**src/rtl/glb_iact_rd_sched.sv**
```systemverilog
`default_nettype none
// ============================================================================
// Module      : glb_iact_rd_sched
// Description : Round-robin burst read scheduler for the iact GLB single read
//               port, with loader write pass-through. Optional read-after-write
//               collision stall enabled by defining GLB_IACT_RAW_STALL_EN.
// Revision    : 1.0 - initial release
// ============================================================================
module glb_iact_rd_sched #(
    parameter int DATA_BITWIDTH = 16,
    parameter int ADDR_BITWIDTH = 10,
    parameter int LEN_BITWIDTH  = 11,
    parameter int NUM_REQ       = 4
) (
    input  logic                             clk,
    input  logic                             reset,
    input  logic [NUM_REQ-1:0]               rd_req,
    input  logic [NUM_REQ*ADDR_BITWIDTH-1:0] rd_base,
    input  logic [NUM_REQ*LEN_BITWIDTH-1:0]  rd_len,
    output logic [NUM_REQ-1:0]               rd_grant,
    output logic [DATA_BITWIDTH-1:0]         rd_data,
    output logic                             rd_valid,
    output logic [NUM_REQ-1:0]               rd_done,
    output logic                             busy,
    input  logic                             ld_write_en,
    input  logic [ADDR_BITWIDTH-1:0]         ld_w_addr,
    input  logic [DATA_BITWIDTH-1:0]         ld_w_data,
    output logic                             glb_read_req,
    output logic [ADDR_BITWIDTH-1:0]         glb_r_addr,
    input  logic [DATA_BITWIDTH-1:0]         glb_r_data,
    output logic                             glb_write_en,
    output logic [ADDR_BITWIDTH-1:0]         glb_w_addr,
    output logic [DATA_BITWIDTH-1:0]         glb_w_data
);

    localparam int IDX_W = (NUM_REQ > 1) ? $clog2(NUM_REQ) : 1;

    typedef enum logic [1:0] {
        S_IDLE  = 2'd0,
        S_BURST = 2'd1,
        S_DRAIN = 2'd2
    } state_t;

    state_t                   state;
    state_t                   state_nxt;
    logic [IDX_W-1:0]         rr_ptr;
    logic [IDX_W-1:0]         gnt_idx;
    logic [IDX_W-1:0]         win_idx;
    logic [IDX_W-1:0]         hi_idx;
    logic [IDX_W-1:0]         lo_idx;
    logic                     hi_found;
    logic                     win_found;
    logic [NUM_REQ-1:0]       win_onehot;
    logic [ADDR_BITWIDTH-1:0] sel_base;
    logic [LEN_BITWIDTH-1:0]  sel_len;
    logic [ADDR_BITWIDTH-1:0] base;
    logic [LEN_BITWIDTH-1:0]  len;
    logic [LEN_BITWIDTH-1:0]  cnt;
    logic [DATA_BITWIDTH-1:0] data_hold;
    logic                     stall;
    logic                     issue;
    logic                     last_issue;

    // Lowest requester at or above the pointer wins; otherwise lowest overall.
    always_comb begin
        hi_found  = 1'b0;
        win_found = 1'b0;
        hi_idx    = '0;
        lo_idx    = '0;
        for (int i = NUM_REQ - 1; i >= 0; i--) begin
            if (rd_req[i]) begin
                win_found = 1'b1;
                lo_idx    = IDX_W'(i);
                if (IDX_W'(i) >= rr_ptr) begin
                    hi_found = 1'b1;
                    hi_idx   = IDX_W'(i);
                end
            end
        end
        win_idx = hi_found ? hi_idx : lo_idx;
    end

    always_comb begin
        sel_base   = '0;
        sel_len    = '0;
        win_onehot = '0;
        for (int i = 0; i < NUM_REQ; i++) begin
            if (win_idx == IDX_W'(i)) begin
                sel_base      = rd_base[i*ADDR_BITWIDTH +: ADDR_BITWIDTH];
                sel_len       = rd_len[i*LEN_BITWIDTH +: LEN_BITWIDTH];
                win_onehot[i] = 1'b1;
            end
        end
    end

    assign glb_r_addr = base + ADDR_BITWIDTH'(cnt);

`ifdef GLB_IACT_RAW_STALL_EN
    // Defer the read one cycle so it sees the word being written now.
    assign stall = (state == S_BURST) && ld_write_en && (ld_w_addr == glb_r_addr);
`else
    assign stall = 1'b0;
`endif

    assign issue      = (state == S_BURST) && (len != '0) && !stall;
    assign last_issue = issue && (cnt == len - 1'b1);

    always_ff @(posedge clk or negedge reset) begin
        if (!reset) begin
            state <= S_IDLE;
        end else begin
            state <= state_nxt;
        end
    end

    always_comb begin
        state_nxt    = state;
        glb_read_req = 1'b0;
        rd_done      = '0;
        busy         = (state != S_IDLE);
        case (state)
            S_IDLE: begin
                if (win_found) state_nxt = S_BURST;
            end
            S_BURST: begin
                glb_read_req = issue;
                if ((len == '0) || last_issue) state_nxt = S_DRAIN;
            end
            S_DRAIN: begin
                rd_done   = rd_grant;
                state_nxt = S_IDLE;
            end
            default: state_nxt = S_IDLE;
        endcase
    end

    always_ff @(posedge clk or negedge reset) begin
        if (!reset) begin
            rd_grant  <= '0;
            gnt_idx   <= '0;
            rr_ptr    <= '0;
            base      <= '0;
            len       <= '0;
            cnt       <= '0;
            rd_valid  <= 1'b0;
            data_hold <= '0;
        end else begin
            rd_valid <= glb_read_req;
            if (rd_valid) data_hold <= glb_r_data;
            case (state)
                S_IDLE: begin
                    if (win_found) begin
                        rd_grant <= win_onehot;
                        gnt_idx  <= win_idx;
                        base     <= sel_base;
                        len      <= sel_len;
                        cnt      <= '0;
                    end
                end
                S_BURST: begin
                    if (issue) cnt <= cnt + 1'b1;
                end
                S_DRAIN: begin
                    rd_grant <= '0;
                    rr_ptr   <= (gnt_idx == IDX_W'(NUM_REQ - 1)) ? '0 : gnt_idx + 1'b1;
                end
                default: ;
            endcase
        end
    end

    // The GLB drives an idle word when not read; only forward issued reads.
    assign rd_data = rd_valid ? glb_r_data : data_hold;

    assign glb_write_en = ld_write_en;
    assign glb_w_addr   = ld_w_addr;
    assign glb_w_data   = ld_w_data;

endmodule
`default_nettype wire
```
**config.mk**
```make
export PLATFORM = sky130hd
export DESIGN_NAME = glb_iact_rd_sched
export DESIGN_NICKNAME = d
export VERILOG_FILES = /design/src/rtl/glb_iact_rd_sched.sv
export SDC_FILE = /design/constraint.sdc
export NUM_CORES = 1
export LEC_CHECK = 0
export ABC_AREA = 1
export CAP_MARGIN = 30
export CORE_ASPECT_RATIO = 0.75
export CORE_MARGIN = 8
export CORE_UTILIZATION = 30
export CTS_CLUSTER_DIAMETER = 120
export DETAILED_ROUTE_END_ITERATION = 8
export PLACE_DENSITY = 0.66
export SYNTH_ARGS = -nofsm -noshare
export SYNTH_HDL_FRONTEND = slang
export SYNTH_SLANG_ARGS = --single-unit
```
**constraint.sdc**
```tcl
create_clock -name clk -period 6.05 [get_ports clk]
set_input_delay 0.9075 -clock clk [delete_from_list [all_inputs] [get_ports clk]]
set_output_delay 0.9075 -clock clk [all_outputs]
set_load 0.03 [all_outputs]
```
==> impl_metrics.yaml <==
critical_path:
  crit_fanout: 5
  critPathArrivalTime_ns: 3.02
  start_kind: "register"
  end_kind: "output pin"
  critical_path_class: "reg2out"
  cp.required_ns: 5.14
outcome:
  status: "complete, no violations"
grt:
  antenna_found_initial: 0
  overflow: 0
  grt_max_degree: 60
  grt_pass1_wl_um: 21100
  grt_usage: 0.141
  grt_pass1_vias: 4151
finish:
  final_util: 0.427
  final_common_cell: "nand2_1"
  multi_input_area_um2: 2190
  final-instance-count-excl-fill: 874
  fill_cells: 1427
  fin_nets: 843
  syn_to_final_growth_pct: 38.8
  register_area_um2: 1480
  drive_above_1_share: 0.0672
  diodes: 0
  final_cell_mix: "nand2_1, clkdlybuf4s50_1, inv_1, dfrtp_1, nand3_1"
floorplanning:
  core_um2: 13700
  row_count: 37
  die-area_um2: 18100
  start_util: 0.308
  fp.dieH_um: 119
  boundaryPins: 197
  die_w_um: 153
placed_design:
  portBuffers: 142
  hpwl_um: 10100
  dp.cells: 860
  pre_cts_ws_ns: 2.44
  gp_congestion: 0.846
clock_tree:
  ctsLongestPathBuffers: 2
  cts.reportedPaths.clkPinSlew_ns: 0.05
  cts.sinks: 59
  tritoncts: "yes"
  cts_buffers: 9
  insertion_delay_ns: 0.32
  cts.repair.resized: 0
  cts_setup_buffers: 0
  cts_hold_buffers: 0
  clockRootBuffer: "clkbuf_16"
  htreeDepth: 3
logic_synthesis:
  synth_top_area_cell: "dfrtp_1"
  netlist_top_cells_area: "dfrtp_1, nand2_1, nand3_1"
  synth_cell_types: 37
  syn_avg_cell_area_um2: 7.21
  yosysWarnings: 0
  syn_inst: 585
  synth_top_area_frac: 0.350
  synth_area_um2: 4220
  synth_fp_nets: 732
  ys_seq_area_frac: 0.350
  ys_ff_latch: 59
sta:
  fmax_mhz: 254
  fin_worst_skew_ns: 0.00563
  slew_headroom: 0.484
  hold_viol_final: 0
  tns_ns: 0
  fin_crit_ns: 3.93
  final_max_slew_viol_count: 0
  tightestPinTransition_ns: 0.774
  grt_setup_unrepaired: "false"
  setup_ws_ns: 2.12
  setup_violations: 0
  period_share: 0.650
pwr:
  p_int_uw: 1560
  p_leak_uw: 0.00268
  p_clk_frac: 0.178
  pwr-share-comb: 0.582
  switching_power_uw: 1340
  power.total_uw: 2900
  p_per_area_nw_per_um2: 496
  vdd_drop_max_mv: 0.140
  netSwitchingFraction: 0.462
  seqPwrFrac: 0.241
routing:
  final_antenna_net_count: 0
  routedWlPerCell_um: 14.3
  routed-via-count: 4042
  first_iter_violations: 202
  first_pass_iters: 5
  detail_route.wirelength_um: 12500
  vias_per_cell: 4.62
  drc: 0
min_path:
  hold_class: "reg2reg"
flow_run:
  cap_viol_max_count: 0
==> state kept, by name, indices dropped and copies added, names as in the netlist <==
signal	count
base	10
cnt	11
data_hold	16
gnt_idx	2
len	11
rd_grant	4
rd_valid	1
rr_ptr	2
state	2
==> metal layers <==
layer | track usage | wire length (um)
met5 | 0 | 0
met4 | 0.0351 | 117
met3 | 0.0473 | 945
met2 | 0.207 | 5180
met1 | 0.195 | 6210
==> power groups by stage <==
stage | logic, uW | registers [uW] | clock network [uW]
2_1_floorplan | 1190 | 675 | 0
3_3_place_gp | 1690 | 697 | 0
3_5_place_dp | 1700 | 703 | 0
4_1_cts | 1710 | 698 | 530
5_1_grt | 1870 | 724 | 549
6_report | 1690 | 698 | 516
==> critical path: stages (launching register included) <==
cell             delay, ns
dfrtp_1               0.43
ha_1                  0.23
inv_1                 0.08
fa_1                  0.40
o21ai_0               0.40
a21oi_1               0.12
o21ai_0               0.21
xor2_1                0.16
clkdlybuf4s50_1       0.68
==> metrics by stage <==
stage	hold slack (ns)	instance area (um2)
2_1_floorplan	0.449	4220
3_3_place_gp	0.473	5550
3_5_place_dp	0.473	5550
4_1_cts	0.488	5850
5_1_grt	0.507	5850
6_report	0.482	5850
==> final timing paths <==
kind	startpoint	to	slack (ns)	depth (start not counted)
min reg2reg	len[1]$_DFFE_PN0P_	len[1]$_DFFE_PN0P_	0.48	2
min in group asynchronous	reset	data_hold[0]$_DFF_PN0_	0.74	2
min	len[1]$_DFFE_PN0P_	len[1]$_DFFE_PN0P_	0.48	2
max	cnt[0]$_DFFE_PN0P_	glb_r_addr[6]	2.12	8
max reg2reg	state[0]$_DFFE_PN0P_	base[7]$_DFFE_PN0P_	3.71	7
max in group asynchronous	reset	len[5]$_DFFE_PN0P_	4.80	2
==> logic make-up (layout without fill, tap and decap cells) <==
family | count (synthesis) | after routing | synth area share
fa+ha+maj | 14 | 14 | 0.0433
compound gates | 55 | 55 | 0.0712
xor+xnor | 13 | 13 | 0.0270
flops | 59 | 59 | 0.350
buf+inv | 105 | 219 | 0.130
mux | 16 | 16 | 0.0427
simple gates | 323 | 323 | 0.335
==> final cells by class <==
class / count / area share
repair buffers: 144 / 0.245
inverters: 61 / 0.0398
flip-flops and latches: 59 / 0.252
clock buffers: 12 / 0.0456
multi-input cells: 421 / 0.374
clock inverters: 2 / 0.00599
well taps: 175 / 0.0374
==> synthesized netlist by cell type <==
cell type    n
nand2_1    201
nor2_1      39
fa_1         1
o21ai_0     24
clkbuf_1     3
mux2_2      16
nand4_1     19
ha_1        13
nor2_8       1
a21oi_2      1
o22ai_1      2
nor4_1       1
buf_8        1
a21oi_1     17
xor2_1      11
o21ai_1      4
buf_6        3
buf_2        7
inv_1       59
nor3_1       6
nand2_8      1
buf_4       29
o211ai_1     5
or2_2        1
inv_4        1
dfrtp_1     59
nand3_2      2
buf_1        1
nand3b_1     1
nand3_1     45
o31ai_1      1
nand2_2      2
xnor2_1      2
o2111ai_1    1
nor2_4       2
clkinv_2     1
nand2_4      2
No activity file was read; power rests on OpenSTA's default activity.
